===== src/rtl/cook_timer_controller.sv =====
// Microwave cook timer: BCD keypad entry, one-second countdown, pause/resume
// with door interlock, and a timed end-of-cook beep.
module cook_timer_controller #(
  parameter int unsigned TICK_DIV    = 100,
  parameter int unsigned DONE_CYCLES = 50
) (
  input  logic        clk,
  input  logic        rst_n,
  input  logic        key_valid,
  input  logic [3:0]  key_code,
  input  logic        start,
  input  logic        stop_clear,
  input  logic        door_open,
  output logic        mag_on,
  output logic [15:0] time_bcd,
  output logic [1:0]  state,
  output logic        done_beep,
  output logic        key_err
);

  localparam int unsigned TIME_W = 16;
  localparam int unsigned TICK_W = $clog2(TICK_DIV);
  localparam int unsigned DONE_W = $clog2(DONE_CYCLES + 1);

  localparam logic [TICK_W-1:0] TICK_LAST  = TICK_W'(TICK_DIV - 1);
  localparam logic [DONE_W-1:0] DONE_LAST  = DONE_W'(DONE_CYCLES - 1);
  localparam logic [TIME_W-1:0] QUICK_TIME = 16'h0030;

  typedef enum logic [1:0] {
    S_IDLE  = 2'd0,
    S_COOK  = 2'd1,
    S_PAUSE = 2'd2,
    S_DONE  = 2'd3
  } state_e;

  state_e            state_q, state_d;
  logic [TIME_W-1:0] time_q, time_d;
  logic [TICK_W-1:0] tick_q, tick_d;
  logic [DONE_W-1:0] done_cnt_q, done_cnt_d;
  logic              done_beep_q;
  logic              key_err_q;

  logic              start_ok_c;
  logic              key_ok_c;
  logic              key_digit_c;
  logic              key_bad_c;
  logic [TIME_W-1:0] time_dec_c;

  // One-second BCD decrement; seconds tens above 5 are counted down as entered.
  function automatic logic [15:0] bcd_dec(input logic [15:0] t);
    logic [3:0] m_t, m_u, s_t, s_u;
    {m_t, m_u, s_t, s_u} = t;
    if (s_u != 4'd0) begin
      s_u = s_u - 4'd1;
    end else if (s_t != 4'd0) begin
      s_t = s_t - 4'd1;
      s_u = 4'd9;
    end else begin
      if (m_u != 4'd0) begin
        m_u = m_u - 4'd1;
      end else begin
        m_t = m_t - 4'd1;
        m_u = 4'd9;
      end
      s_t = 4'd5;
      s_u = 4'd9;
    end
    return {m_t, m_u, s_t, s_u};
  endfunction

  // Input qualification: keys only count when no higher-priority input is active.
  always_comb begin
    start_ok_c  = start && !door_open;
    key_ok_c    = key_valid && !stop_clear && !door_open && !start;
    key_digit_c = key_ok_c && (key_code <= 4'd9);
    key_bad_c   = key_ok_c && (key_code > 4'd9);
    time_dec_c  = bcd_dec(time_q);
  end

  // State and datapath registers with synchronous active-low reset.
  always_ff @(posedge clk) begin
    if (!rst_n) begin
      state_q     <= S_IDLE;
      time_q      <= '0;
      tick_q      <= '0;
      done_cnt_q  <= '0;
      done_beep_q <= 1'b0;
      key_err_q   <= 1'b0;
    end else begin
      state_q     <= state_d;
      time_q      <= time_d;
      tick_q      <= tick_d;
      done_cnt_q  <= done_cnt_d;
      done_beep_q <= (state_d == S_DONE);
      key_err_q   <= key_bad_c;
    end
  end

  // Next-state, time, tick and done-counter logic in priority order.
  always_comb begin
    state_d    = state_q;
    time_d     = time_q;
    tick_d     = tick_q;
    done_cnt_d = done_cnt_q;
    unique case (state_q)
      S_IDLE: begin
        if (stop_clear) begin
          time_d = '0;
        end else if (start_ok_c) begin
          state_d = S_COOK;
          tick_d  = '0;
          if (time_q == '0) begin
            time_d = QUICK_TIME;
          end
        end else if (key_digit_c) begin
          time_d = {time_q[11:0], key_code};
        end
      end
      S_COOK: begin
        if (stop_clear || door_open) begin
          state_d = S_PAUSE;
        end else if (tick_q == TICK_LAST) begin
          tick_d = '0;
          time_d = time_dec_c;
          if (time_dec_c == '0) begin
            state_d    = S_DONE;
            done_cnt_d = '0;
          end
        end else begin
          tick_d = tick_q + TICK_W'(1);
        end
      end
      S_PAUSE: begin
        if (stop_clear) begin
          state_d = S_IDLE;
          time_d  = '0;
        end else if (start_ok_c) begin
          state_d = S_COOK;
        end
      end
      S_DONE: begin
        if (stop_clear || door_open) begin
          state_d = S_IDLE;
        end else if (done_cnt_q == DONE_LAST) begin
          state_d = S_IDLE;
        end else begin
          done_cnt_d = done_cnt_q + DONE_W'(1);
        end
      end
      default: state_d = S_IDLE;
    endcase
  end

  // Magnetron drops in the same cycle the door opens.
  always_comb begin
    mag_on = (state_q == S_COOK) && !door_open;
  end

  assign time_bcd  = time_q;
  assign state     = state_q;
  assign done_beep = done_beep_q;
  assign key_err   = key_err_q;

endmodule


===== config.mk =====
export PLATFORM = sky130hd
export DESIGN_NAME = cook_timer_controller
export DESIGN_NICKNAME = d
export VERILOG_FILES = /design/src/rtl/cook_timer_controller.sv
export SDC_FILE = /design/constraint.sdc
export NUM_CORES = 1
export LEC_CHECK = 0
export CAP_MARGIN = 30
export CELL_PAD_IN_SITES_DETAIL_PLACEMENT = 1
export CELL_PAD_IN_SITES_GLOBAL_PLACEMENT = 1
export CORE_ASPECT_RATIO = 0.7
export CORE_MARGIN = 4
export CORE_UTILIZATION = 25
export DETAILED_ROUTE_END_ITERATION = 8
export HOLD_SLACK_MARGIN = 0.06
export PLACE_DENSITY = 0.58
export SLEW_MARGIN = 20
export SYNTH_ARGS = -nofsm -noshare
export SYNTH_HDL_FRONTEND = slang
export SYNTH_SLANG_ARGS = --single-unit

===== constraint.sdc =====
create_clock -name clk -period 5.53 [get_ports clk]
set_input_delay 1.106 -clock clk [delete_from_list [all_inputs] [get_ports clk]]
set_output_delay 1.106 -clock clk [all_outputs]
set_load 0.02 [all_outputs]

# Word-level counts from Yosys, hierarchy flattened
# Index checks and enable logic that the tools add are counted.
# W data, S select, Z words.
[word_totals]
regBits = 33
out_inout_bits = 21
[classes]
add_sub_neg = 6
n_lt_le_gt_ge = 2
eq_ne = 16
mux = 37
n_reduce_logical = 23
[op_table]
columns = ["cell", "count"]
rows = [
  ["$mux W16", 7],
  ["$pmux W16 S3", 1],
  ["$mux W4", 9],
  ["$logic_not A16 Y1", 2],
  ["$mux W6", 5],
  ["$mux W7", 4],
  ["$mux W2", 8],
  ["$ne A2 B2 Y1 const B", 8],
  ["$sub A4 B1 Y4 const B", 4],
  ["$pmux W7 S2", 1],
  ["$pmux W6 S2", 1],
  ["$reduce_and A6 Y1", 2],
  ["$reduce_bool A4 Y1", 3],
  ["$ne A4 B4 Y1 const B", 2],
  ["$pmux W2 S4", 1],
  ["$add A7 B1 Y7 const B", 1],
  ["$eq A7 B7 Y1 const B", 1],
  ["$logic_and A1 B1 Y1", 7],
  ["$add A6 B1 Y6 const B", 1],
  ["$eq A2 B2 Y1 const B", 3],
  ["$eq A6 B6 Y1 const B", 1],
  ["$gt A4 B4 Y1 const B", 1],
  ["$le A4 B4 Y1 const B", 1],
  ["$reduce_and A4 Y1", 1],
  ["6 further kinds", 9],
]

# Depth between registers and ports, before layout
[logic_depth]
word_depth = 10
ltp_mapped = 10
mapped_depth_nobuf = 8

# Worst setup path after synthesis
# Ideal clock, no wire load.
[synth_timing]
path_type = "input -> register"
from = "in stop_clear"
to = "reg time_q[7], in the netlist time_bcd[7]"
setup_time_ns = 0.117
t_arrival_ns = 2.570
required_time_ns = 5.413
setup_slack_ns = 2.843
stages = 7
n_path_buf = 1
cell_sequence = "nor4b_1 > a211oi_1 > o21ai_0 > and4bb_2 > clkbuf_1 > o21ai_0 > a32o_1"
[synth_between]
elab_chain_cells = 7
elab_cells_between_ends = 13
classes_between = "eq/ne (4); mux (2); reduce/logical (7)"
[synth_lines]
columns = ["item", "line_no", "source"]
rows = [
  ["from (decl)", "12", "input logic stop_clear,"],
  ["$logic_not A1 Y1", "74", "key_ok_c = key_valid && !stop_clear && !door_open && !start;"],
  ["$logic_and A1 B1 Y1 (3 in series)", "74", ""],
  ["$logic_and A1 B1 Y1", "75", "key_digit_c = key_ok_c && (key_code <= 4'd9);"],
  ["$ne A4 B4 Y1 (no source line)", "--", ""],
  ["$reduce_and A6 Y1 (no source line)", "--", ""],
  ["to (signal assigned)", "91", "time_q <= time_d;"],
  ["to (decl)", "37", "logic [TIME_W-1:0] time_q, time_d;"],
]
# Several ways; a longest one is shown, not always the timed one.
# A chain may end at the register's enable or synchronous reset.

# Worst setup path in the final report
[layout_timing]
from = "in start"
to = "reg time_q[7], in the netlist time_bcd[7]"
[layout_between]
elab_chain_cells = 5
elab_cells_between_ends = 10
classes_between = "eq/ne (2); mux (3); reduce/logical (5)"
[layout_lines]
columns = ["item", "line_no", "source"]
rows = [
  ["from (decl)", "11", "input logic start,"],
  ["$logic_not A1 Y1", "74", ""],
  ["$logic_and A1 B1 Y1", "74", ""],
  ["$logic_and A1 B1 Y1", "75", ""],
  ["$ne A4 B4 Y1 (no source line)", "--", ""],
  ["$reduce_and A6 Y1 (no source line)", "--", ""],
]
# Several ways; a longest one is shown, not always the timed one.

==> impl_metrics.csv <==
group,metric,value,unit
logic_synthesis,synth-seq-cells,33,
logic_synthesis,ys_seq_area_frac,0.293,
hold_path,worstHoldPathType,"flop to flop",
cts,cts_hold_buf,0,
detailed_routing,drt-pass1-iter-count,4,
sta,min_period,3470,ps
sta,finalSetupTns,0,ps
run,maxCapViolCount,0,
logic_synthesis,netlist_area,2250,sq um
power_and_ir_drop,total_leakage_power,0.965,nW
detailed_routing,routed_wirelength,7.18,mm
sta,finalClockSkew,10.3,ps
final_layout,drive_gt1_frac,0.0990,
status,run_status,"finished, final reports clean",
floorplan,die_height,87.4,microns
cts,cts_made_buffers,5,
logic_synthesis,synth_top_area_cell,"dfxtp_1",
power_and_ir_drop,powerDensity,463,nW/um^2
worst_setup_path,critPathKind,"input port to flop",
cts,cts_sinks,33,
cts,cts_setup_buffers,0,
final_layout,nets,322,
global_routing,grt_max_degree,33,
global_routing,grt_pass1_wl,11.7,mm
logic_synthesis,synthTopCellsByCount,"33 x dfxtp_1, 29 x nand2_1, 28 x nor2_1",
power_and_ir_drop,ir_worst_vdd,0.157,mV
global_routing,grt_antenna_before_repair,0,
floorplan,dieWidth,121,microns
power_and_ir_drop,internal_power,0.000743,W
cts,cts_tree,"yes",
logic_synthesis,synth_area_leaders,"dfxtp_1 29%, ha_1 5.6%, nand2_1 4.8%",
sta,max_clock_freq,0.288,GHz
cts,cts.path.max_buffers,2,
place,gp_congestion,0.744,
floorplan,start_util,0.261,
floorplan,core-area,8620,sq um
global_routing,grt_pass1_vias,2161,
global_routing,track_usage,0.139,
cts,clk_pin_slew,60,ps
sta,finalHoldViolCount,0,
sta,max-slew-margin-rel,0.402,
floorplan,die_area,10600,sq um
sta,worst_pin_slew,889,ps
place,dp_hpwl,5.26,mm
logic_synthesis,synth_edf_count,0,
detailed_routing,post-route-drc-count,0,
logic_synthesis,yosysMostFrequentCell,"dfxtp_1",
cts,htreeDepth,2,
worst_setup_path,crit_required,5700,ps
final_layout,area_growth,24.4,%
cts,cts_resized,0,
power_and_ir_drop,switching_share,0.427,
detailed_routing,wl_per_cell,17.0,microns
logic_synthesis,avgSynthCellArea,8.07,sq um
worst_setup_path,crit_path_start_kind,"input port",
logic_synthesis,synth_top_area_frac,0.293,
floorplan,io_pins,31,
power_and_ir_drop,p_clk_frac,0.257,
logic_synthesis,yosysWarnings,0,
logic_synthesis,synth_nets,299,
power_and_ir_drop,power_switching,0.000553,W
sta,setup_viol,0,
cts,clk_latency,280,ps
floorplan,num_rows,28,
worst_setup_path,path_max_fanout,32,
power_and_ir_drop,seqPwrFrac,0.268,
detailed_routing,initialDrtViolationCount,91,
logic_synthesis,async_reset_ff_frac,0,
detailed_routing,vias,2218,
detailed_routing,via_per_inst,5.24,
cts,cts_root_buf,"clkbuf_16",
worst_setup_path,crit_arrival,3650,ps
final_layout,diodes,0,
detailed_routing,ant_nets,0,
logic_synthesis,synth_cell_types,52,
logic_synthesis,syn_inst,279,
sta,finalCritPeriodShare,0.628,
place,portBuffers,30,
power_and_ir_drop,p_comb_frac,0.475,
sta,rsz0062_at_grt,"false",
logic_synthesis,ys.flop_type,"dfxtp_1",
sta,slew_violations,0,
worst_setup_path,cp-end-kind,"flop",
sta,whs,493,ps
global_routing,grt_overflow,0,
## worst paths after layout
path,start,endpoint,slack (ps),cells past startpoint
worst max-delay path,start,time_bcd[7],2060,7
worst min-delay path,tick_q[1],tick_q[1],490,2
worst max register to register,time_bcd[0],time_bcd[7],2670,6
worst min register to register,tick_q[1],tick_q[1],490,2
## metal layers
layer	global-route usage	vias to the layer above	wire (microns)
met5	0	-	0
met4	0.0305	0	70
met3	0.0286	6	309
met2	0.198	49	2910
met1	0.213	1082	3890
li1	-	1081	-
## final cells by class
type	count	area (sq um)
fill	1048	5820
multi-input combinational	221	1470
sequential	33	661
timing repair buffer	32	315
tap	120	150
clock buffer	7	143
inverter	9	33.8
clock inverter	1	30.0
## metrics by stage
step                      area [sq um]   util  setup slack, ps  instances  power [W]
after floorplan                   2250      -             2840        279   0.000780
after global placement            2630  0.305             1850        415   0.000961
after detailed placement          2630  0.305             1710        415   0.000966
after CTS                         2800  0.325             2000        423    0.00130
after global routing              2800  0.325             1850        423    0.00138
final                             2800  0.325             2060        423    0.00130
## flip-flops by register name, indices dropped and copies added, names as in the netlist
signal,flops
done_beep,1
done_cnt_q,6
key_err,1
state,2
tick_q,7
time_bcd,16
## power by group through the flow
stage	clock network (W)	logic, W	registers, W
6_report	0.000333	0.000616	0.000347
5_1_grt	0.000346	0.000679	0.000357
4_1_cts	0.000336	0.000616	0.000348
3_5_place_dp	0	0.000612	0.000353
3_3_place_gp	0	0.000609	0.000352
2_1_floorplan	0	0.000427	0.000353
## cell usage in the layout, fill, tap and decap left out, drive strengths merged, types with 2 or more instances in the layout
cell type      count
nand3              8
clkbuf             7
o211a              2
dfxtp             33
nor4b              6
a21boi             2
nor2b              5
and2               3
ha                10
nand2b             3
a21oi             17
nor2              29
mux2i              3
a311oi             2
o2bb2ai            2
nand2             29
or2                2
inv                9
and3               3
nand4              6
nor3               9
o211ai             3
clkdlybuf4s50     30
a211oi             7
o21ai             20
xor2               4
xnor2              5
nor4               5
a22oi              5
a31o               3
a32o               2
or4                3
a221o              4
a22o               3
or3                3
buf                2
o41ai              3
## critical path, cell delays in order
cell             delay (ps)
clkdlybuf4s50_1         570
nor4b_1                 460
a211oi_1                140
o21ai_0                 190
and4bb_2                670
o21ai_0                 210
a32o_1                  300
## cells by family after synthesis
| kind of cell | synth area share |
|---|---|
| compound gates | 0.262 |
| xor+xnor | 0.0350 |
| fa+ha+maj | 0.0556 |
| buf+inv | 0.0545 |
| flops | 0.293 |
| mux | 0.0200 |
| simple gates | 0.279 |
Power figures use the tool's default switching activity.
